===== src/rtl/instr_assembler_pkg.sv =====
// Shared types and immediate range helpers for the RV32I/Zicsr instruction assembler.
package instr_assembler_pkg;

  typedef logic [31:0] instr_t;

  typedef enum logic [2:0] {
    R_TYPE     = 3'd0,
    I_TYPE     = 3'd1,
    S_TYPE     = 3'd2,
    B_TYPE     = 3'd3,
    U_TYPE     = 3'd4,
    J_TYPE     = 3'd5,
    CSR_I_TYPE = 3'd6
  } instr_format_t;

  // True when imm[31:lsb] are all equal, i.e. the value survives sign extension from bit lsb.
  function automatic logic fitsSigned(input logic [31:0] imm, input int unsigned lsb);
    logic [31:0] upper;
    upper = $signed(imm) >>> lsb;
    return (upper == '0) || (upper == '1);
  endfunction

  function automatic logic fitsUimm5(input logic [31:0] imm);
    return imm[31:5] == '0;
  endfunction

endpackage


===== src/rtl/instr_assembler_if.sv =====
// Request/response bus of the instruction assembler, including its control and sticky status lines.
interface instr_assembler_if #(
  parameter int ADDR_WIDTH = 10
) ();
  import instr_assembler_pkg::*;

  logic                  in_valid;
  logic                  in_ready;
  instr_format_t         in_format;
  logic [6:0]            in_opcode;
  logic [4:0]            in_rd;
  logic [2:0]            in_funct3;
  logic [4:0]            in_rs1;
  logic [4:0]            in_rs2;
  logic [6:0]            in_funct7;
  logic [31:0]           in_imm;
  logic                  out_valid;
  logic                  out_ready;
  instr_t                out_instr;
  logic [ADDR_WIDTH-1:0] out_addr;
  logic                  restart;
  logic                  imm_err;
  logic                  wrapped;

  modport master (
    output in_valid, in_format, in_opcode, in_rd, in_funct3, in_rs1, in_rs2, in_funct7, in_imm,
    output out_ready, restart,
    input  in_ready, out_valid, out_instr, out_addr, imm_err, wrapped
  );

  modport slave (
    input  in_valid, in_format, in_opcode, in_rd, in_funct3, in_rs1, in_rs2, in_funct7, in_imm,
    input  out_ready, restart,
    output in_ready, out_valid, out_instr, out_addr, imm_err, wrapped
  );

endinterface


===== src/rtl/instr_assembler_immenc.sv =====
// Combinational packer: scatters the immediate into the selected instruction format and flags
// immediates that the format cannot represent.
module instr_assembler_immenc
  import instr_assembler_pkg::*;
(
  input  instr_format_t format_i,
  input  logic [6:0]    opcode_i,
  input  logic [4:0]    rd_i,
  input  logic [2:0]    funct3_i,
  input  logic [4:0]    rs1_i,
  input  logic [4:0]    rs2_i,
  input  logic [6:0]    funct7_i,
  input  logic [31:0]   imm_i,
  output instr_t        instr_o,
  output logic          legal_o
);

  always_comb begin
    instr_o = '0;
    legal_o = 1'b0;
    unique case (format_i)
      R_TYPE: begin
        instr_o = {funct7_i, rs2_i, rs1_i, funct3_i, rd_i, opcode_i};
        legal_o = 1'b1;
      end
      I_TYPE: begin
        instr_o = {imm_i[11:0], rs1_i, funct3_i, rd_i, opcode_i};
        legal_o = fitsSigned(imm_i, 11);
      end
      S_TYPE: begin
        instr_o = {imm_i[11:5], rs2_i, rs1_i, funct3_i, imm_i[4:0], opcode_i};
        legal_o = fitsSigned(imm_i, 11);
      end
      B_TYPE: begin
        instr_o = {imm_i[12], imm_i[10:5], rs2_i, rs1_i, funct3_i, imm_i[4:1], imm_i[11], opcode_i};
        legal_o = !imm_i[0] && fitsSigned(imm_i, 12);
      end
      U_TYPE: begin
        instr_o = {imm_i[31:12], rd_i, opcode_i};
        legal_o = imm_i[11:0] == '0;
      end
      J_TYPE: begin
        instr_o = {imm_i[20], imm_i[10:1], imm_i[11], imm_i[19:12], rd_i, opcode_i};
        legal_o = !imm_i[0] && fitsSigned(imm_i, 20);
      end
      // The 12-bit CSR address rides on the funct7/rs2 ports; the immediate is the 5-bit uimm.
      CSR_I_TYPE: begin
        instr_o = {funct7_i, rs2_i, imm_i[4:0], funct3_i, rd_i, opcode_i};
        legal_o = fitsUimm5(imm_i);
      end
      default: begin
        instr_o = '0;
        legal_o = 1'b0;
      end
    endcase
  end

endmodule


===== src/rtl/instr_assembler.sv =====
// Instruction assembler: accepts field requests, drops unencodable immediates, and emits
// packed words with sequential word addresses through a single output register.
module instr_assembler
  import instr_assembler_pkg::*;
#(
  parameter int ADDR_WIDTH = 10,
  parameter int BASE_ADDR  = 0
) (
  input  logic              clk,
  input  logic              rst,
  instr_assembler_if.slave  bus
);

  localparam logic [ADDR_WIDTH-1:0] BaseAddr = ADDR_WIDTH'(BASE_ADDR);

  logic                  outValid_q, outValid_d;
  instr_t                outInstr_q, outInstr_d;
  logic [ADDR_WIDTH-1:0] outAddr_q, outAddr_d;
  logic [ADDR_WIDTH-1:0] counter_q, counter_d;
  logic                  immErr_q, immErr_d;
  logic                  wrapped_q, wrapped_d;

  logic   inReady;
  logic   accept;
  instr_t encInstr;
  logic   encLegal;

  instr_assembler_immenc u_immenc (
    .format_i (bus.in_format),
    .opcode_i (bus.in_opcode),
    .rd_i     (bus.in_rd),
    .funct3_i (bus.in_funct3),
    .rs1_i    (bus.in_rs1),
    .rs2_i    (bus.in_rs2),
    .funct7_i (bus.in_funct7),
    .imm_i    (bus.in_imm),
    .instr_o  (encInstr),
    .legal_o  (encLegal)
  );

  assign inReady = !bus.restart && (!outValid_q || bus.out_ready);
  assign accept  = bus.in_valid && inReady;

  // A drained output slot may be refilled in the same cycle; restart only touches counter and flags.
  always_comb begin
    outValid_d = outValid_q;
    outInstr_d = outInstr_q;
    outAddr_d  = outAddr_q;
    counter_d  = counter_q;
    immErr_d   = immErr_q;
    wrapped_d  = wrapped_q;

    if (outValid_q && bus.out_ready) begin
      outValid_d = 1'b0;
    end

    if (bus.restart) begin
      counter_d = BaseAddr;
      immErr_d  = 1'b0;
      wrapped_d = 1'b0;
    end else if (accept) begin
      if (encLegal) begin
        outValid_d = 1'b1;
        outInstr_d = encInstr;
        outAddr_d  = counter_q;
        counter_d  = counter_q + 1'b1;
        if (counter_q == '1) begin
          wrapped_d = 1'b1;
        end
      end else begin
        immErr_d = 1'b1;
      end
    end
  end

  always_ff @(posedge clk or posedge rst) begin
    if (rst) begin
      outValid_q <= 1'b0;
      outInstr_q <= '0;
      outAddr_q  <= '0;
      counter_q  <= BaseAddr;
      immErr_q   <= 1'b0;
      wrapped_q  <= 1'b0;
    end else begin
      outValid_q <= outValid_d;
      outInstr_q <= outInstr_d;
      outAddr_q  <= outAddr_d;
      counter_q  <= counter_d;
      immErr_q   <= immErr_d;
      wrapped_q  <= wrapped_d;
    end
  end

  assign bus.in_ready  = inReady;
  assign bus.out_valid = outValid_q;
  assign bus.out_instr = outInstr_q;
  assign bus.out_addr  = outAddr_q;
  assign bus.imm_err   = immErr_q;
  assign bus.wrapped   = wrapped_q;

endmodule


===== src/flat_wrapper.sv =====
// flat-port wrapper written by rule: the top's interface ports become plain ports
module instr_assembler_flat import instr_assembler_pkg::*;
#(
  parameter int ADDR_WIDTH = 10,
  parameter int BASE_ADDR  = 0
)
  (clk, rst, bus_in_valid, bus_in_format, bus_in_opcode, bus_in_rd, bus_in_funct3, bus_in_rs1, bus_in_rs2, bus_in_funct7, bus_in_imm, bus_out_ready, bus_restart, bus_in_ready, bus_out_valid, bus_out_instr, bus_out_addr, bus_imm_err, bus_wrapped);
  instr_assembler_if #(.ADDR_WIDTH(ADDR_WIDTH)) bus_i ();
  input  logic clk;
  input  logic rst;
  input wire logic [$bits(bus_i.in_valid)-1:0] bus_in_valid;
  input wire logic [$bits(bus_i.in_format)-1:0] bus_in_format;
  input wire logic [$bits(bus_i.in_opcode)-1:0] bus_in_opcode;
  input wire logic [$bits(bus_i.in_rd)-1:0] bus_in_rd;
  input wire logic [$bits(bus_i.in_funct3)-1:0] bus_in_funct3;
  input wire logic [$bits(bus_i.in_rs1)-1:0] bus_in_rs1;
  input wire logic [$bits(bus_i.in_rs2)-1:0] bus_in_rs2;
  input wire logic [$bits(bus_i.in_funct7)-1:0] bus_in_funct7;
  input wire logic [$bits(bus_i.in_imm)-1:0] bus_in_imm;
  input wire logic [$bits(bus_i.out_ready)-1:0] bus_out_ready;
  input wire logic [$bits(bus_i.restart)-1:0] bus_restart;
  output wire logic [$bits(bus_i.in_ready)-1:0] bus_in_ready;
  output wire logic [$bits(bus_i.out_valid)-1:0] bus_out_valid;
  output wire logic [$bits(bus_i.out_instr)-1:0] bus_out_instr;
  output wire logic [$bits(bus_i.out_addr)-1:0] bus_out_addr;
  output wire logic [$bits(bus_i.imm_err)-1:0] bus_imm_err;
  output wire logic [$bits(bus_i.wrapped)-1:0] bus_wrapped;
  assign bus_i.in_valid = bus_in_valid;
  assign bus_i.in_format = bus_in_format;
  assign bus_i.in_opcode = bus_in_opcode;
  assign bus_i.in_rd = bus_in_rd;
  assign bus_i.in_funct3 = bus_in_funct3;
  assign bus_i.in_rs1 = bus_in_rs1;
  assign bus_i.in_rs2 = bus_in_rs2;
  assign bus_i.in_funct7 = bus_in_funct7;
  assign bus_i.in_imm = bus_in_imm;
  assign bus_i.out_ready = bus_out_ready;
  assign bus_i.restart = bus_restart;
  assign bus_in_ready = bus_i.in_ready;
  assign bus_out_valid = bus_i.out_valid;
  assign bus_out_instr = bus_i.out_instr;
  assign bus_out_addr = bus_i.out_addr;
  assign bus_imm_err = bus_i.imm_err;
  assign bus_wrapped = bus_i.wrapped;
  instr_assembler #(.ADDR_WIDTH(ADDR_WIDTH), .BASE_ADDR(BASE_ADDR)) u_core (.clk(clk), .rst(rst), .bus(bus_i));
endmodule

===== config.mk =====
export PLATFORM = sky130hd
export DESIGN_NAME = instr_assembler_flat
export DESIGN_NICKNAME = d
export VERILOG_FILES = /design/src/rtl/instr_assembler_pkg.sv /design/src/rtl/instr_assembler_if.sv /design/src/rtl/instr_assembler_immenc.sv /design/src/rtl/instr_assembler.sv /design/src/flat_wrapper.sv
export SDC_FILE = /design/constraint.sdc
export NUM_CORES = 1
export LEC_CHECK = 0
export ABC_AREA = 1
export ABC_CLOCK_PERIOD_IN_PS = 3720
export CAP_MARGIN = 10
export CORE_MARGIN = 3
export CORE_UTILIZATION = 30
export CTS_CLUSTER_DIAMETER = 120
export DETAILED_ROUTE_END_ITERATION = 6
export PLACE_DENSITY = 0.55
export RECOVER_POWER = 100
export SKIP_CTS_REPAIR_TIMING = 1
export SLEW_MARGIN = 10
export SYNTH_ARGS = -nofsm -noshare
export SYNTH_HDL_FRONTEND = slang
export SYNTH_SLANG_ARGS = --single-unit

===== constraint.sdc =====
create_clock -name clk -period 3.72 [get_ports clk]
set_input_delay 0.372 -clock clk [delete_from_list [all_inputs] [get_ports clk]]
set_output_delay 0.372 -clock clk [all_outputs]
set_load 0.01 [all_outputs]

======== Word-level counts from Yosys, hierarchy flattened ========
Index checks and enable logic that the tools add are counted.
operators by class
  multiply operators ...................... 0
  $add $sub $neg .......................... 1
  divide/modulo/power cells ............... 0
  equal/unequal tests ..................... 11
  multiplexer cells ....................... 16
  order comparisons ....................... 0
  reductions and logical operators ........ 26
  bitwise operators ....................... 1
  shift-type cells ........................ 0
operators by type and width
  operator                                              count
  case mux 32 bit (7 select lines)                      1
  equality test 32 bit (second input constant)          3
  zero test 32 bit                                      3
  2-to-1 mux 10 bit                                     3
  zero test 27 bit                                      1
  zero test 12 bit                                      1
  2-to-1 mux 1 bit                                      11
  adder 10 x 1 -> 10 bit (second input constant)        1
  equality test 10 bit (second input constant)          1
  equality test 3 bit (second input constant)           3
  equality test 3 x 2 -> 1 bit (second input constant)  2
  case mux 1 bit (6 select lines)                       1
  AND reduction 3 bit                                   2
  nonzero test 2 bit                                    3
  logical AND 1 bit                                     5
  logical OR 1 bit                                      4
  AND reduction 2 bit                                   2
  equality test 3 x 1 -> 1 bit (second input constant)  1
  zero test 1 bit                                       3
  zero test 3 bit                                       1
  != test 2 bit (second input constant)                 1
  OR reduction 2 bit                                    1
  inverter 1 bit                                        1
storage, ports and cells
  bits in read-only memories .............. 0
  RAM bits ................................ 0
  memories kept ........................... 0
  bits in latches ......................... 0
  register bits after elaboration ......... 55
  word-level logic and storage cells ...... 61

======== Depth between registers and ports, before layout ========
Gate-level depths: netlist of run 1.
  word-level depth ........................ 7
  mapped depth ............................ 15
  gate-level depth less buffers ........... 14

======== By module ========
From an unflattened synthesis of run 1, not the netlist that was laid out.
unflattened totals
  cells, all modules ...................... 455
  area, all modules ....................... 3,120.5 um2
modules (own cells, without submodules)
  module                  cells an instance  area an instance (um2)  times used
  instr_assembler         263                2,257.2                 1
  instr_assembler_immenc  192                863.3                   1

======== Worst setup path after synthesis of run 1 ========
OpenSTA, ideal clock, no wires.
  kind .................................... in2reg
  from .................................... in bus_in_format[1]
  to ...................................... reg u_core.outInstr_q[12] (netlist: u_core.bus.out_instr[12])
  library setup time ...................... 116 ps
  arrival ................................. 1,587 ps
  stages .................................. 13
  slack ................................... 2,017 ps
  path buffers ............................ 3
  cells stage by stage .................... buf_2 > nor3_2 > nand4_1 > nand2_1 > nand2_1 > nand2_1 > nor2_2 > nand2_2 > nand2_4 > buf_6 > buf_4 > nand2_1 > nand2_1
between the ends
  longest elaborated chain between the ends .. 4
  elaborated cells between the ends (all ways) .. 11
  classes of those cells .................. eq/ne: 6; mux: 2; reduce/logical: 3
RTL lines
  item                                                                                 line                          text
  from (decl)                                                                          flat_wrapper.sv:12            input wire logic [$bits(bus_i.in_format)-1:0] bus_in_format;
  equality test 3 x 2 -> 1 bit / equality test 3 x 1 -> 1 bit (equally long branches)  instr_assembler_immenc.sv:21  unique case (format_i)
  OR reduction 2 bit (no line)                                                         -
  case mux 1 bit (6 select lines)                                                      instr_assembler_immenc.sv:21
  AND reduction 3 bit (no line)                                                        -
  to (signal assigned)                                                                 instr_assembler.sv:86         outInstr_q <= outInstr_d;
  to (decl)                                                                            instr_assembler.sv:17         instr_t outInstr_q, outInstr_d;
Parallel ways exist; a longest one is shown, timed or not.
A chain may end at the register's enable or synchronous reset.

======== Final worst setup path of run 1 ========
  from .................................... in bus_in_format[1]
  to ...................................... reg u_core.counter_q[3]
between the ends
  longest elaborated chain between the ends .. 5
  elaborated cells between the ends (all ways) .. 11
  classes of those cells .................. eq/ne: 6; mux: 1; reduce/logical: 4
RTL lines
  item                                                                                 line                          text
  equality test 3 x 2 -> 1 bit / equality test 3 x 1 -> 1 bit (equally long branches)  instr_assembler_immenc.sv:21
  OR reduction 2 bit (no line)                                                         -
  case mux 1 bit (6 select lines) *                                                    instr_assembler_immenc.sv:21
  nonzero test 2 bit (no line) *                                                       -
  AND reduction 2 bit (no line) *                                                      -
  to (signal assigned)                                                                 instr_assembler.sv:81         counter_q <= BaseAddr;
  to (signal assigned)                                                                 instr_assembler.sv:88         counter_q <= counter_d;
  to (decl)                                                                            instr_assembler.sv:19         logic [ADDR_WIDTH-1:0] counter_q, counter_d;
Mark *: on every way between the ends. The rest lies on a longest branch, timed or not.

==> results of run 1 <==
-- cells in the mapped netlist, drive strengths merged --
cell    number
nand2      126
nor2        62
dfrtp       55
inv         41
o21ai       39
nand3       31
buf         12
a221oi      11
nor3         6
a22oi        4
nand4        4
o22ai        4
a21oi        3
xor2         3
clkbuf       2
nor4         2
a211oi       1
clkinv       1
ha           1
nor3b        1
o21bai       1
o221ai       1
or2          1
-- through the flow --
step / hold slack [ns] / setup slack [ns] / instances / instance area, sq um
2_1_floorplan: 0.453 / 2.01 / 412 / 3030
4_1_cts: 0.502 / 1.26 / 660 / 4390
5_1_grt: 0.513 / 0.607 / 660 / 4370
6_report: 0.488 / 0.915 / 660 / 4370
3_3_place_gp: 0.469 / 0.998 / 652 / 4300
3_5_place_dp: 0.478 / 0.904 / 652 / 4300
-- registers in the layout, indices dropped and copies added (netlist names) --
name and cells:
u_core.bus.wrapped 1, u_core.counter_q 10, u_core.bus.out_valid 1, u_core.bus.out_instr 32, u_core.bus.out_addr 10, u_core.bus.imm_err 1
-- how the worst max path moves through the flow --
stage / cells past startpoint / startpoint / slack (ns) / end
finish: 13 / bus_in_format[1] / 0.92 / u_core.counter_q[3]$_DFFE_PP0P_
global route: 13 / bus_in_format[1] / 0.61 / u_core.bus.out_addr[9]$_DFFE_PP0P_
CTS: 14 / bus_in_format[1] / 1.26 / u_core.counter_q[8]$_DFFE_PP0P_
detailed placement: 14 / bus_in_format[1] / 0.90 / u_core.counter_q[8]$_DFFE_PP0P_
global placement: 14 / bus_in_format[1] / 1.0 / u_core.counter_q[2]$_DFFE_PP0P_
floorplan: 1 / rst / 2.01 / u_core.bus.imm_err$_DFFE_PP0P_
-- area by class of cell --
type                    count  area [sq um]  area share, %
multi-input cells         301          1390           31.8
flip-flops and latches     55          1380           31.5
repair buffers            121          1190           27.3
well taps                 133           166           3.81
inverters                  42           159           3.63
clock buffers               6          72.6           1.66
clock inverters             2          16.3          0.372
-- worst reg2reg max path: cells and delay by family (launching register included) --
family	cells	cell delay, ns
fa+ha+maj	1	0.22
flops	1	0.42
simple gates	8	1.08
-- power breakdown --
| part | internal [W] | switching (W) |
|---|---|---|
| combinational | 0.000227 | 0.000198 |
| sequential | 0.000677 | 0.0000427 |
| clock | 0.000136 | 0.000211 |
-- cells by family (layout without fill, tap and decap cells) --
group | Yosys count | count (layout) | share of synthesized area [%]
xor gates and xnor gates | 3 | 3 | 0.866
buffers and inverters | 56 | 171 | 8.54
adders and majority gates | 1 | 1 | 0.412
AOI/OAI and AO/OA | 64 | 64 | 12.7
and+or+nand+nor | 233 | 233 | 32.1
DFF | 55 | 55 | 45.4
-- metal layers --
| metal | GRT usage [%] | wire length (microns) |
|---|---|---|
| met1 | 25.1 | 4770 |
| met2 | 24.6 | 3960 |
| met3 | 3.58 | 561 |
| met4 | 4.57 | 131 |
| met5 | 0 | 0 |
==> impl_metrics.prom, run 1 <==
# TYPE chip_impl_metric gauge
chip_impl_info{name="run_status",value="finished with violations"} 1
chip_impl_info{name="violations",value="max-capacitance violations, max-slew violations"} 1
chip_impl_metric{name="initialDrtViolationCount",unit=""} 150
chip_impl_info{name="timing.rr.start",value="u_core.counter_q[0]$_DFFE_PP0P_"} 1
chip_impl_metric{name="grtUsageTotal",unit="%"} 16.8
chip_impl_metric{name="syn-num-nets",unit=""} 485
chip_impl_metric{name="final_nets",unit=""} 599
chip_impl_metric{name="die_height",unit="microns"} 107
chip_impl_metric{name="grt.overflow.total",unit=""} 0
chip_impl_info{name="hold_path.startpoint",value="u_core.bus.out_instr[9]$_DFFE_PP0P_"} 1
chip_impl_metric{name="detailedRoute.firstPassIterationCount",unit=""} 4
chip_impl_metric{name="setup-violations-final",unit=""} 0
chip_impl_metric{name="floorplan.die.width",unit="microns"} 107
chip_impl_metric{name="worst_slew_margin_rel",unit="%"} -2.89
chip_impl_metric{name="dpl.hpwl",unit="microns"} 7430
chip_impl_metric{name="via_count",unit=""} 3089
chip_impl_info{name="worstSetupStartpointType",value="input port"} 1
chip_impl_metric{name="finalPower",unit="W"} 0.00149
chip_impl_metric{name="rr_worst_depth",unit=""} 9
chip_impl_metric{name="cts_buffer_depth",unit=""} 2
chip_impl_metric{name="antenna_violating_nets_post_route",unit=""} 0
chip_impl_metric{name="clkTransAtPathRegs",unit="ns"} 0.10
chip_impl_metric{name="io-pin-count",unit=""} 118
chip_impl_metric{name="cp.buffers_inverters",unit=""} 3
chip_impl_info{name="cts_tree",value="yes"} 1
chip_impl_info{name="synth_largest_area_cell",value="dfrtp_1"} 1
chip_impl_info{name="crit_path_top_delay_cell",value="dlygate4sd3_1"} 1
chip_impl_metric{name="min_period_over_period",unit="%"} 75.4
chip_impl_metric{name="timing.critical_path.arrival",unit="ns"} 2.99
chip_impl_metric{name="post-synth-top-area-fraction",unit="%"} 45.4
chip_impl_metric{name="worstHoldPathCells",unit=""} 2
chip_impl_metric{name="maxSlewViolCount",unit=""} 41
chip_impl_metric{name="power.static_leakage",unit="nW"} 2.06
chip_impl_metric{name="crit_fanout",unit=""} 38
chip_impl_info{name="layout.cells.most_common_list",value="125 x nand2_1, 69 x clkdlybuf4s50_1, 61 x nor2_1"} 1
chip_impl_metric{name="totalNegativeSetupSlack",unit="ns"} 0
chip_impl_metric{name="grt_pass1_wl",unit="microns"} 15500
chip_impl_metric{name="finalWeightedCongestion",unit=""} 0.855
chip_impl_info{name="unrepaired_setup_endpoints_after_global_routing",value="no"} 1
chip_impl_metric{name="grt_max_degree",unit=""} 41
chip_impl_metric{name="core-area",unit="sq um"} 9820
chip_impl_metric{name="cts-htree-levels",unit=""} 2
chip_impl_metric{name="synthesis.yosys.warnings",unit=""} 0
chip_impl_info{name="min_path_type",value="flip-flop to flip-flop"} 1
chip_impl_metric{name="area_growth",unit="%"} 44.1
chip_impl_info{name="crit-reg2reg-capture",value="u_core.bus.wrapped$_DFFE_PP0P_"} 1
chip_impl_metric{name="antenna-diode-count",unit=""} 0
chip_impl_metric{name="synthesis.area",unit="sq um"} 3030
chip_impl_metric{name="clock-sinks",unit=""} 55
chip_impl_metric{name="timing.final.crit_period",unit="ns"} 2.80
chip_impl_metric{name="yosysUniqueCellTypes",unit=""} 33
chip_impl_metric{name="post-route-drc-count",unit=""} 0
chip_impl_metric{name="timing.final.hold_violations",unit=""} 0
chip_impl_metric{name="syn-instance-count",unit=""} 412
chip_impl_metric{name="critical_path_s_largest_stage_delay",unit="ns"} 0.67
chip_impl_metric{name="final_layout_size_suffix_gt1_share",unit="%"} 3.42
chip_impl_info{name="layout_commonest_cell",value="nand2_1"} 1
chip_impl_info{name="worstPathCellList",value="dlygate4sd3_1, nor3_1, clkbuf_1, nand4_1, nand2_1, nand2_1, nand2_1, nor2_1, nand2_1, nand2_4, buf_4, nand3_1, o21ai_0"} 1
chip_impl_metric{name="antenna_found_initial",unit=""} 0
chip_impl_metric{name="power_density",unit="nW/um^2"} 341
chip_impl_info{name="cp-end-kind",value="flip-flop"} 1
chip_impl_metric{name="number_of_i_o_port_buffers",unit=""} 117
chip_impl_metric{name="cts_inserted_buffers",unit=""} 5
chip_impl_metric{name="core_rows",unit=""} 36
chip_impl_metric{name="floorplan.initialDensity",unit="%"} 30.9
chip_impl_metric{name="critical_path_required",unit="ns"} 3.90
chip_impl_metric{name="seq_area_frac_synth",unit="%"} 45.4
chip_impl_metric{name="floorplan.die_area",unit="sq um"} 11400
chip_impl_metric{name="worst_ir_drop_vdd",unit="mV"} 0.174
chip_impl_metric{name="fin_util",unit="%"} 44.5
chip_impl_info{name="cp_common_cell",value="nand2_1"} 1
chip_impl_metric{name="drv.max_cap_violation_count",unit=""} 1
chip_impl_metric{name="route.final.wire_length",unit="microns"} 9430
chip_impl_metric{name="clkLatencyLatePin",unit="ns"} 0.31
chip_impl_metric{name="regToRegSetupSlack",unit="ns"} 1.92
chip_impl_metric{name="max_clock_freq",unit="MHz"} 357
chip_impl_metric{name="drt-wirelength-per-cell",unit="microns"} 14.3
chip_impl_metric{name="max_clock_skew",unit="ns"} 0.00899
chip_impl_info{name="synthTopCellsByArea",value="dfrtp_1 45%, nand2_1 15%, nor2_1 7.4%"} 1
chip_impl_info{name="cpLargestDelayFamily",value="buffers and inverters"} 1
chip_impl_metric{name="first_global_vias",unit=""} 3089
chip_impl_info{name="hold_end",value="u_core.bus.out_instr[9]$_DFFE_PP0P_"} 1
chip_impl_metric{name="vias_per_cell",unit=""} 4.68
chip_impl_info{name="critPathKind",value="input port to flip-flop"} 1
chip_impl_metric{name="number_of_synthesized_register_bits",unit=""} 55
chip_impl_metric{name="synth_area_per_cell",unit="sq um"} 7.36
chip_impl_metric{name="final.fill_count",unit=""} 1055
chip_impl_metric{name="tightestPinTransition",unit="ns"} 1.54
chip_impl_info{name="clk_root_buffer_cell",value="clkbuf_8"} 1
Note: power is estimated with default switching activity, not from simulation.
==> run 2: changes to the inputs <==
--- a/config.mk
+++ b/config.mk
@@ -6,7 +6,7 @@
 export NUM_CORES = 1
 export LEC_CHECK = 0
 export ABC_AREA = 1
-export ABC_CLOCK_PERIOD_IN_PS = 3720
+export ABC_CLOCK_PERIOD_IN_PS = 2600
 export CAP_MARGIN = 10
 export CORE_MARGIN = 3
 export CORE_UTILIZATION = 30
==> constraint.sdc (replaced) <==
create_clock -name clk -period 2.6 [get_ports clk]
set_input_delay 0.26 -clock clk [delete_from_list [all_inputs] [get_ports clk]]
set_output_delay 0.26 -clock clk [all_outputs]
set_load 0.01 [all_outputs]
==> impl_metrics.prom, run 2 (synthesis gave the netlist of run 1 again) <==
# TYPE chip_impl_metric gauge
chip_impl_metric{name="grtUsageTotal",unit="%"} 16.7
chip_impl_metric{name="flip_flop_count_of_the_largest_register_all_copies_and_words_added",unit=""} 32
chip_impl_metric{name="io-pin-count",unit=""} 118
chip_impl_metric{name="floorplan.initialDensity",unit="%"} 30.9
chip_impl_metric{name="area_growth",unit="%"} 45.5
chip_impl_metric{name="cts-htree-levels",unit=""} 2
chip_impl_metric{name="critical_path_depth",unit=""} 15
chip_impl_metric{name="maxSlewViolCount",unit=""} 0
chip_impl_metric{name="via_count",unit=""} 3168
chip_impl_metric{name="max_clock_skew",unit="ns"} 0.00509
chip_impl_info{name="layout.cells.most_common_list",value="126 x nand2_1, 69 x clkdlybuf4s50_1, 60 x nor2_1"} 1
chip_impl_metric{name="power.static_leakage",unit="nW"} 2.08
chip_impl_metric{name="post_dp_cell_area",unit="sq um"} 4320
chip_impl_metric{name="worst_ir_drop_vdd",unit="mV"} 0.240
chip_impl_metric{name="cts_inserted_buffers",unit=""} 5
chip_impl_metric{name="grt_max_degree",unit=""} 45
chip_impl_metric{name="clkTransAtPathRegs",unit="ns"} 0.10
chip_impl_metric{name="final_nets",unit=""} 600
chip_impl_metric{name="min_period_over_period",unit="%"} 81.9
chip_impl_metric{name="totalNegativeSetupSlack",unit="ns"} 0
chip_impl_metric{name="final_layout_size_suffix_gt1_share",unit="%"} 3.79
chip_impl_info{name="worstSetupStartpointType",value="input port"} 1
chip_impl_metric{name="grtUsageMet3",unit="%"} 3.64
chip_impl_info{name="cpLargestDelayFamily",value="simple AND/OR/NAND/NOR gates"} 1
chip_impl_metric{name="floorplan.die.width",unit="microns"} 107
chip_impl_metric{name="max_clock_freq",unit="MHz"} 470
chip_impl_metric{name="timing.final.hold_violations",unit=""} 0
chip_impl_metric{name="grt_util_met2",unit="%"} 25.5
chip_impl_metric{name="drt-wirelength-per-cell",unit="microns"} 14.3
chip_impl_metric{name="grt_pass1_wl",unit="microns"} 15400
chip_impl_metric{name="clkLatencyLatePin",unit="ns"} 0.31
chip_impl_metric{name="timing.critical_path.arrival",unit="ns"} 2.31
chip_impl_metric{name="grt.overflow.total",unit=""} 0
chip_impl_metric{name="setup-violations-final",unit=""} 0
chip_impl_metric{name="dp_cells",unit=""} 653
chip_impl_metric{name="timing.final.crit_period",unit="ns"} 2.13
chip_impl_metric{name="core_rows",unit=""} 36
chip_impl_info{name="cp-end-kind",value="flip-flop"} 1
chip_impl_metric{name="finalPower",unit="W"} 0.00223
chip_impl_info{name="critPathKind",value="input port to flip-flop"} 1
chip_impl_metric{name="tightestPinTransition",unit="ns"} 1.25
chip_impl_metric{name="crit_fanout",unit=""} 44
chip_impl_metric{name="route.final.wire_length",unit="microns"} 9440
chip_impl_info{name="cp_common_cell",value="nand2_1"} 1
chip_impl_metric{name="critical_path_s_largest_stage_delay",unit="ns"} 0.62
chip_impl_metric{name="die_height",unit="microns"} 107
chip_impl_metric{name="groute.layer.met1.usage",unit="%"} 24.6
chip_impl_metric{name="vias_per_cell",unit=""} 4.79
chip_impl_info{name="worstPathCellList",value="dlygate4sd3_1, nand2_1, nor2_1, nand2_1, nor2_1, nand2_1, nand2_1, nand2_1, nand2_1, nand2_1, nand2_1, nand2_1, buf_4, nand2_1, o21ai_0"} 1
chip_impl_metric{name="dp_slack",unit="ns"} 0.254
chip_impl_metric{name="cp.buffers_inverters",unit=""} 2
chip_impl_metric{name="final_area",unit="sq um"} 4420
chip_impl_metric{name="number_of_i_o_port_buffers",unit=""} 117
chip_impl_info{name="unrepaired_setup_endpoints_after_global_routing",value="no"} 1
chip_impl_metric{name="floorplan.die_area",unit="sq um"} 11400
chip_impl_metric{name="detailedRoute.firstPassIterationCount",unit=""} 5
chip_impl_metric{name="regToRegSetupSlack",unit="ns"} 0.78
chip_impl_metric{name="critical_path_required",unit="ns"} 2.78
chip_impl_metric{name="initialDrtViolationCount",unit=""} 202
chip_impl_metric{name="antenna_found_initial",unit=""} 0
chip_impl_metric{name="dpl.hpwl",unit="microns"} 7450
chip_impl_metric{name="antenna_violating_nets_post_route",unit=""} 0
chip_impl_info{name="run_status",value="finished clean"} 1
chip_impl_info{name="timing.rr.start",value="u_core.counter_q[0]$_DFFE_PP0P_"} 1
chip_impl_metric{name="core-area",unit="sq um"} 9820
chip_impl_metric{name="drv.max_cap_violation_count",unit=""} 0
chip_impl_metric{name="antenna-diode-count",unit=""} 0
chip_impl_metric{name="finalWeightedCongestion",unit=""} 0.829
chip_impl_info{name="layout_commonest_cell",value="nand2_1"} 1
chip_impl_metric{name="worst_slew_margin_rel",unit="%"} 16.7
chip_impl_info{name="min_path_type",value="input port to flip-flop"} 1
chip_impl_info{name="critical_path.endpoint",value="u_core.bus.out_instr[20]$_DFFE_PP0P_"} 1
chip_impl_info{name="crit-reg2reg-capture",value="u_core.bus.wrapped$_DFFE_PP0P_"} 1
chip_impl_metric{name="final.setup.worst_slack",unit="ns"} 0.470
chip_impl_info{name="clk_root_buffer_cell",value="clkbuf_8"} 1
chip_impl_metric{name="first_global_vias",unit=""} 3030
chip_impl_info{name="cts_tree",value="yes"} 1
chip_impl_metric{name="power_density",unit="nW/um^2"} 505
chip_impl_info{name="crit_path_top_delay_cell",value="dlygate4sd3_1"} 1
chip_impl_metric{name="final_cells",unit=""} 661
chip_impl_info{name="most_congested_layer_reported_by_global_routing",value="met2"} 1
chip_impl_metric{name="post-route-drc-count",unit=""} 0
chip_impl_metric{name="clock-sinks",unit=""} 55
chip_impl_info{name="critPathLaunch",value="bus_in_imm[24]"} 1
chip_impl_metric{name="cts_buffer_depth",unit=""} 2
chip_impl_metric{name="rr_worst_depth",unit=""} 9
-- run 2: worst min-delay path by stage --
stage / start / cells past startpoint / end / slack (ns)
6_report: bus_in_opcode[0] / 3 / u_core.bus.out_instr[0]$_DFFE_PP0P_ / 0.48
5_1_grt: bus_in_opcode[0] / 3 / u_core.bus.out_instr[0]$_DFFE_PP0P_ / 0.49
4_1_cts: rst / 2 / u_core.bus.out_instr[2]$_DFFE_PP0P_ / 0.39
3_5_place_dp: u_core.bus.wrapped$_DFFE_PP0P_ / 2 / u_core.bus.wrapped$_DFFE_PP0P_ / 0.47
3_3_place_gp: u_core.bus.wrapped$_DFFE_PP0P_ / 2 / u_core.bus.wrapped$_DFFE_PP0P_ / 0.47
2_1_floorplan: bus_out_ready / 1 / u_core.bus.out_valid$_DFF_PP0_ / 0.34
-- run 2: layer usage --
layer	vias up	part of all wire (%)	wire length, microns
li1	1569	-	-
met1	1467	48	4530
met2	128	43	4080
met3	4	8.3	780
met4	0	0.58	55
met5	-	0	0
-- run 2: per-stage QoR --
step | utilization (%) | hold slack [ns]
2_1_floorplan | - | 0.341
3_3_place_gp | 44.0 | 0.465
3_5_place_dp | 44.0 | 0.469
4_1_cts | 45.1 | 0.385
5_1_grt | 45.0 | 0.493
6_report | 45.0 | 0.484
-- run 2: where the power goes --
part	switching, W	leakage, nW	internal, W
Sequential	0.0000590	0.725	0.000968
Combinational	0.000287	1.30	0.000325
Clock	0.000297	0.0558	0.000292
Total	0.000643	2.08	0.00158
-- run 2: cell type report --
type | instances | area, sq um
clock buffer | 6 | 72.6
clock inverter | 2 | 38.8
fill | 1041 | 5400
inverter | 42 | 159
multi-input combinational | 301 | 1390
sequential | 55 | 1380
tap | 133 | 166
timing repair buffer | 122 | 1210
-- run 2: worst register-to-register path, stage by stage (launching register included) --
cell and delay, ns:
dfrtp_1 0.42, ha_1 0.22, nand4_1 0.18, nor3_1 0.22, nand2_1 0.12, nor3_1 0.22, or2_2 0.16, nand3_1 0.07
nand2_1 0.06, nand2_1 0.05
